==> src/rtl/morse_pkg.sv <==
// Shared definitions for the Morse key front end: symbol codes (also used by
// the player answer-checking stage), classifier FSM states and the press
// classification rule.
package morse_pkg;

  // Symbol codes shared with the player stage.
  typedef enum logic [1:0] {
    MORSE_NONE = 2'b00,
    MORSE_DOT  = 2'b01,
    MORSE_LINE = 2'b11
  } morse_sym_e;

  // Classifier FSM states.
  typedef enum logic [1:0] {
    IDLE      = 2'b00,
    PRESS     = 2'b01,
    GAP       = 2'b10,
    GAP_ABORT = 2'b11
  } press_state_e;

  // Map a completed press length onto a symbol. A press that reached the
  // abort length (the counter saturates there) yields no symbol.
  function automatic morse_sym_e classify_press(
    input int unsigned count,
    input int unsigned dot_max,
    input int unsigned abort_max
  );
    if (count >= abort_max) begin
      return MORSE_NONE;
    end else if (count < dot_max) begin
      return MORSE_DOT;
    end else begin
      return MORSE_LINE;
    end
  endfunction

endpackage : morse_pkg

==> src/rtl/key_debouncer.sv <==
// Key input conditioning: a 2-flop synchroniser followed by a stability
// filter. The output level only moves after the synchronised input has
// disagreed with it for DEBOUNCE_CYCLES consecutive cycles.
// Optional filter: `MORSE_DEBOUNCE_EN. When it is not defined the output is
// the synchroniser output directly and DEBOUNCE_CYCLES has no effect.
module key_debouncer
  import morse_pkg::*;
#(
  parameter int unsigned DEBOUNCE_CYCLES = 500000
) (
  input  logic clock,
  input  logic reset,
  input  logic user_input,
  output logic key
);

  logic sync_meta;
  logic sync_q;

  // A zero-length filter window has no meaning; reject it at elaboration.
  if (DEBOUNCE_CYCLES < 1) begin : g_bad_debounce
    $error("key_debouncer: DEBOUNCE_CYCLES must be at least 1");
  end

  // Two-flop synchroniser for the asynchronous key level.
  // NOTE: the synchroniser flops are reset too, so a key held through reset
  // is seen as a fresh rising edge once reset is released.
  always_ff @(posedge clock) begin
    if (reset) begin
      sync_meta <= 1'b0;
      sync_q    <= 1'b0;
    end else begin
      sync_meta <= user_input;
      sync_q    <= sync_meta;
    end
  end

`ifdef MORSE_DEBOUNCE_EN
  // The count runs 0..DEBOUNCE_CYCLES-1, so this width is sufficient.
  localparam int unsigned CNT_W =
    (DEBOUNCE_CYCLES > 1) ? $clog2(DEBOUNCE_CYCLES) : 1;
  localparam logic [CNT_W-1:0] CNT_LAST = CNT_W'(DEBOUNCE_CYCLES - 1);

  logic [CNT_W-1:0] stable_cnt;
  logic             key_q;

  // Accept a new level after DEBOUNCE_CYCLES consecutive differing samples;
  // any sample that agrees with the current level restarts the window.
  always_ff @(posedge clock) begin
    if (reset) begin
      key_q      <= 1'b0;
      stable_cnt <= '0;
    end else if (sync_q == key_q) begin
      stable_cnt <= '0;
    end else if (stable_cnt == CNT_LAST) begin
      key_q      <= sync_q;
      stable_cnt <= '0;
    end else begin
      stable_cnt <= stable_cnt + 1'b1;
    end
  end

  assign key = key_q;
`else
  assign key = sync_q;
`endif

endmodule : key_debouncer

==> src/rtl/morse_press_classifier.sv <==
// Turns a raw push-button level into one-cycle Morse strobes: ld_dot and
// ld_line on release of a press, ld_gap once the key has stayed released
// long enough to end the letter. Over-long presses are discarded.
// Optional debounce filter in the key path: `MORSE_DEBOUNCE_EN.
module morse_press_classifier
  import morse_pkg::*;
#(
  parameter int unsigned DEBOUNCE_CYCLES = 500000,
  parameter int unsigned DOT_MAX_CYCLES  = 12500000,
  parameter int unsigned ABORT_CYCLES    = 100000000,
  parameter int unsigned GAP_CYCLES      = 37500000
) (
  input  logic clock,
  input  logic reset,
  input  logic user_input,
  output logic ld_dot,
  output logic ld_line,
  output logic ld_gap,
  output logic pressing
);

  localparam int unsigned PRESS_W = $clog2(ABORT_CYCLES + 1);
  localparam int unsigned GAP_W   = $clog2(GAP_CYCLES + 1);

  localparam logic [PRESS_W-1:0] PRESS_MAX = PRESS_W'(ABORT_CYCLES);
  localparam logic [GAP_W-1:0]   GAP_LAST  = GAP_W'(GAP_CYCLES - 1);

  // The gap counter starts at 1 on release, so it needs at least two steps,
  // and a line needs a non-empty range below the abort length.
  if (GAP_CYCLES < 2) begin : g_bad_gap
    $error("morse_press_classifier: GAP_CYCLES must be at least 2");
  end
  if (DOT_MAX_CYCLES >= ABORT_CYCLES) begin : g_bad_dot
    $error("morse_press_classifier: DOT_MAX_CYCLES must be below ABORT_CYCLES");
  end

  logic               key;
  logic               key_d;
  logic [PRESS_W-1:0] press_cnt;
  morse_sym_e         press_sym;

  press_state_e       state;
  press_state_e       state_n;
  logic [GAP_W-1:0]   gap_cnt;
  logic [GAP_W-1:0]   gap_cnt_n;
  logic               sym_seen;
  logic               sym_seen_n;
  logic               dot_n;
  logic               line_n;
  logic               gap_pulse_n;

  key_debouncer #(
    .DEBOUNCE_CYCLES (DEBOUNCE_CYCLES)
  ) u_key_debouncer (
    .clock      (clock),
    .reset      (reset),
    .user_input (user_input),
    .key        (key)
  );

  // The conditioned key level is already a flop output; it drives the LED.
  assign pressing = key;

  // Press length: load 1 on the rising cycle, count while held, saturate
  // at the abort length so an endless press cannot wrap into a dot.
  // NOTE: clocked state is always assigned with <= so every flop samples
  // values from before the edge, independent of statement order.
  always_ff @(posedge clock) begin
    if (reset) begin
      key_d     <= 1'b0;
      press_cnt <= '0;
    end else begin
      key_d <= key;
      if (key && !key_d) begin
        press_cnt <= PRESS_W'(1);
      end else if (key && (press_cnt != PRESS_MAX)) begin
        press_cnt <= press_cnt + 1'b1;
      end
    end
  end

  assign press_sym = classify_press(32'(press_cnt), DOT_MAX_CYCLES, ABORT_CYCLES);

  // Next-state and strobe decode for the press/gap sequencer.
  // NOTE: every variable gets a default first, so no path through the case
  // leaves one unassigned and no latch is inferred.
  always_comb begin
    state_n     = state;
    gap_cnt_n   = gap_cnt;
    sym_seen_n  = sym_seen;
    dot_n       = 1'b0;
    line_n      = 1'b0;
    gap_pulse_n = 1'b0;

    case (state)
      IDLE: begin
        if (key) begin
          state_n = PRESS;
        end
      end

      PRESS: begin
        if (!key) begin
          // The release cycle is the first released cycle of the gap.
          gap_cnt_n = GAP_W'(1);
          case (press_sym)
            MORSE_DOT: begin
              dot_n      = 1'b1;
              sym_seen_n = 1'b1;
              state_n    = GAP;
            end
            MORSE_LINE: begin
              line_n     = 1'b1;
              sym_seen_n = 1'b1;
              state_n    = GAP;
            end
            default: begin
              state_n = GAP_ABORT;
            end
          endcase
        end
      end

      GAP, GAP_ABORT: begin
        if (key) begin
          state_n = PRESS;
        end else if (gap_cnt == GAP_LAST) begin
          // After a discarded press the letter only ends with a strobe if
          // it already holds a valid symbol.
          state_n = IDLE;
          if ((state == GAP) || sym_seen) begin
            gap_pulse_n = 1'b1;
            sym_seen_n  = 1'b0;
          end
        end else begin
          gap_cnt_n = gap_cnt + 1'b1;
        end
      end

      default: begin
        state_n = IDLE;
      end
    endcase
  end

  // State, gap counter, per-letter flag and registered strobes.
  always_ff @(posedge clock) begin
    if (reset) begin
      state    <= IDLE;
      gap_cnt  <= '0;
      sym_seen <= 1'b0;
      ld_dot   <= 1'b0;
      ld_line  <= 1'b0;
      ld_gap   <= 1'b0;
    end else begin
      state    <= state_n;
      gap_cnt  <= gap_cnt_n;
      sym_seen <= sym_seen_n;
      ld_dot   <= dot_n;
      ld_line  <= line_n;
      ld_gap   <= gap_pulse_n;
    end
  end

endmodule : morse_press_classifier
==> config.mk <==
export PLATFORM = sky130hd
export DESIGN_NAME = morse_press_classifier
export DESIGN_NICKNAME = d
export VERILOG_FILES = /design/src/rtl/morse_pkg.sv /design/src/rtl/key_debouncer.sv /design/src/rtl/morse_press_classifier.sv
export SDC_FILE = /design/constraint.sdc
export NUM_CORES = 1
export LEC_CHECK = 0
export BUFFER_PORTS_ARGS = -buffer_cell sky130_fd_sc_hd__buf_2
export CORE_MARGIN = 1.5
export CORE_UTILIZATION = 37
export CTS_CLUSTER_SIZE = 14
export DETAILED_ROUTE_END_ITERATION = 16
export GPL_TIMING_DRIVEN = 0
export SETUP_SLACK_MARGIN = 0.02
export SYNTH_ARGS = -nofsm -noshare
export SYNTH_HDL_FRONTEND = slang
export SYNTH_HIERARCHICAL = 1
export SYNTH_SLANG_ARGS = --single-unit
==> constraint.sdc <==
create_clock -name clock -period 3.09 [get_ports clock]
set_clock_uncertainty 0.05 [all_clocks]
set_input_delay 0.1545 -clock clock [delete_from_list [all_inputs] [get_ports clock]]
set_output_delay 0.1545 -clock clock [all_outputs]
set_load 0.005 [all_outputs]
==> metrics.md <==
| Metric | Value |
|---|---|
| Synthesis-stage register bit count | 62 |
| DP Cell Count | 458 |
| ANT nets after route | 0 |
| Worst-path clk slew | 0.06 ns |
| Pin count of the biggest net entering global routing | 11 |
| Final period utilization | 0.673 |
| Synth top area share | 0.414 |
| CP Launch Type | register |
| Vias in the first global route | 2458 |
| IO Count | 7 |
| Worst Hold Path Cells | 1 |
| Initial core utilization | 0.386 |
| Crit path max fanout | 10 |
| Core area | 7770 sq um |
| Distinct cells, synth | 48 |
| PnR worst setup slack | 1.01 ns |
| DIE HEIGHT | 93.0 microns |
| Post-synth EDFFs | 0 |
| Top post-synthesis cells by count | dfxtp_1 (62), nor2_1 (57), xor2_1 (26) |
| Vias per cell | 5.09 |
| Seq/Total Area, Yosys | 0.414 |
| Synth area leader | dfxtp_1 |
| Clock sink count | 62 |
| P_leak | 1.15 nW |
| Dpl ws | 1.01 ns |
| Fin nets | 375 |
| Post_cts resized | 0 |
| Slew Viols, Final | 0 |
| CP Data Required Time | 3.24 ns |
| Total track usage | 0.162 |
| R2R cell count | 6 |
| Layout overhead on the synthesized area | 14.2% |
| Worst-margin pin slew | 0.913 ns |
| Hold Fails Final Rpt | 0 |
| Htree depth | 3 |
| Ys async rst share | 0 |
| Min cycle time layout | 2.08 ns |
| First-pass GRT wire length | 11.3 mm |
| Delay-heaviest family, CP | simple AND/OR/NAND/NOR gates |
| Post-Syn Nets | 356 |
| TNS Setup | 0 ns |
| Max clock buf depth | 2 |
| Buffers on Ports | 6 |
| Inserted Clock Buffers | 9 |
| Ranking of synthesized cells by area | dfxtp_1 (41%), xor2_1 (7.6%), nor2_1 (7.1%), nand4_1 (4.4%), xnor2_1 (4.4%) |
| Post-Syn Area | 3000 sq um |
| Ant. Diodes | 0 |
| Remaining Overflow, GRT | 0 |
| Residual DRC count | 0 |
| Final HPWL DP | 4.30 mm |
| Hold Path Class | reg -> reg |
| Post-Syn Instances | 350 |
| Avg Inst Size Synth | 8.56 sq um |
| Count leader, synth | dfxtp_1 |
| First DRT Iteration DRCs | 93 |
| Outcome | finished, final reports clean |
| Power Density | 506 nW/um^2 |
| FP Rows | 32 |
| Top_reg_cell synth | dfxtp_1 |
| Maxcap violations | 0 |
| Critical path's largest stage delay | 0.52 ns |
| Worst rel slew slack | 0.386 |
| Fraction of layout cells with a size suffix above 1 | 0.112 |
| Die ar. | 8650 sq um |
| Cell Count, Final, Fillers Out | 476 |
| Finish-stage setup viols | 0 |
| Gpl congestion | 0.791 |
| Worst path cell trace | nor4b_1 > nand4_1 > o31ai_1 > clkbuf_2 > nor2b_1 > a211oi_1 |
| Routed wire length per instance | 12.8 microns |
| Synth warn | 6 |
| Root buffer cell | clkbuf_8 |
| Worst path depth | 6 |
| Worst skew pair latency | 0.33 ns |
| Critical path class | reg -> reg |
| Die width | 93.0 microns |
| Via Count | 2424 |
| Critical path's slowest cell | nor4b_1 |
| Maximum clock rate | 0.481 GHz |
| # Post-CTS Setup Buffers | 0 |
| Crit. End Element | register |
| Initial antenna violation count | 0 |
| Pre-antenna DRT Iters | 4 |
| RSZ-0062 raised after global routing | false |
| Max VDD drop | 233 uV |
| CTS tree | yes |
| Worst Path Buf+Inv | 1 |
| Final wirelength | 6.08 mm |
| Worst endpoint data arrival time | 2.23 ns |
==> flip-flops by register name, summed over array words and instances, names as in the netlist <==
signal / count
state: 2
key_d: 1
press_cnt: 27
sym_seen: 1
ld_dot: 1
gap_cnt: 26
u_key_debouncer/key: 1
ld_line: 1
ld_gap: 1
u_key_debouncer/sync_meta: 1
==> what timing repair did <==
item                       in CTS  in global routing
hold endpoints to repair        2                  0
hold buffers                    2                  0
setup endpoints to repair       0                  0
==> final cells by class <==
cell class                 count  area (sq um)
buffer                        12          55.1
clock buffer                  13           159
clock inverter                 3          90.1
fill                         782          4340
inverter                      15          56.3
multi-input combinational    261          1640
sequential                    62          1240
tap                          102           128
timing repair buffer           8          50.0
==> kinds of logic (layout without fill, tap and decap cells) <==
group	after synthesis	in the layout	synth area share
simple gates	174	174	0.323
fa+ha+maj	3	3	0.0125
flops	62	62	0.414
mux	1	1	0.00334
xor+xnor	41	41	0.120
buf+inv	27	51	0.0372
compound gates	42	42	0.0902
==> per-layer routing <==
layer | vias up | global-route usage | part of all wire
met2 | 19 | 0.279 | 0.49
li1 | 1258 | - | -
met4 | 0 | 0.0543 | 0.011
met3 | 8 | 0.0423 | 0.027
met1 | 1139 | 0.195 | 0.48
met5 | - | 0 | 0
==> power breakdown <==
group / leakage, nW / internal (mW) / total [mW] / switching (mW)
logic: 0.528 / 0.0139 / 0.0415 / 0.0276
clock network: 0.124 / 0.581 / 0.881 / 0.300
registers: 0.500 / 0.804 / 0.808 / 0.00439
==> final timing paths <==
kind / from / end / slack, ns
worst max-delay path: gap_cnt[8]$_SDFFE_PP0P_ / gap_cnt[0]$_SDFFE_PP0P_ / 1.01
worst min-delay path: u_key_debouncer/sync_meta$_SDFF_PP0_ / u_key_debouncer/key$_SDFF_PP0_ / 0.39
worst max register to register: gap_cnt[8]$_SDFFE_PP0P_ / gap_cnt[0]$_SDFFE_PP0P_ / 1.01
worst min register to register: u_key_debouncer/sync_meta$_SDFF_PP0_ / u_key_debouncer/key$_SDFF_PP0_ / 0.39
==> cells in the final DEF, fill, tap and decap left out, types with 4 or more instances in the layout <==
master / netlist / layout
a21oi_1: 12 / 12
and2_1: 5 / 5
and3_1: 6 / 6
and4_1: 4 / 4
buf_2: 1 / 7
clkbuf_1: 9 / 11
clkbuf_8: 0 / 11
dfxtp_1: 62 / 62
inv_1: 15 / 15
nand2_1: 18 / 18
nand3_1: 18 / 18
nand4_1: 21 / 21
nor2_1: 57 / 57
nor2b_1: 5 / 5
nor3_1: 7 / 7
nor4_2: 6 / 6
o21ai_0: 10 / 10
or2_2: 4 / 4
or3_1: 7 / 7
xnor2_1: 15 / 15
xor2_1: 26 / 26
==> metrics by stage <==
stage / hold WS, ns / area (sq um) / total power [mW] / utilization
after floorplan: 0.176 / 3000 / 0.853 / -
after CTS: 0.400 / 3420 / 1.75 / 0.441
after global routing: 0.418 / 3420 / 1.80 / 0.441
after detailed placement: 0.340 / 3150 / 0.866 / 0.406
final: 0.393 / 3420 / 1.73 / 0.441
after global placement: 0.323 / 3150 / 0.866 / 0.406
Note: power is estimated with default switching activity, not from simulation.
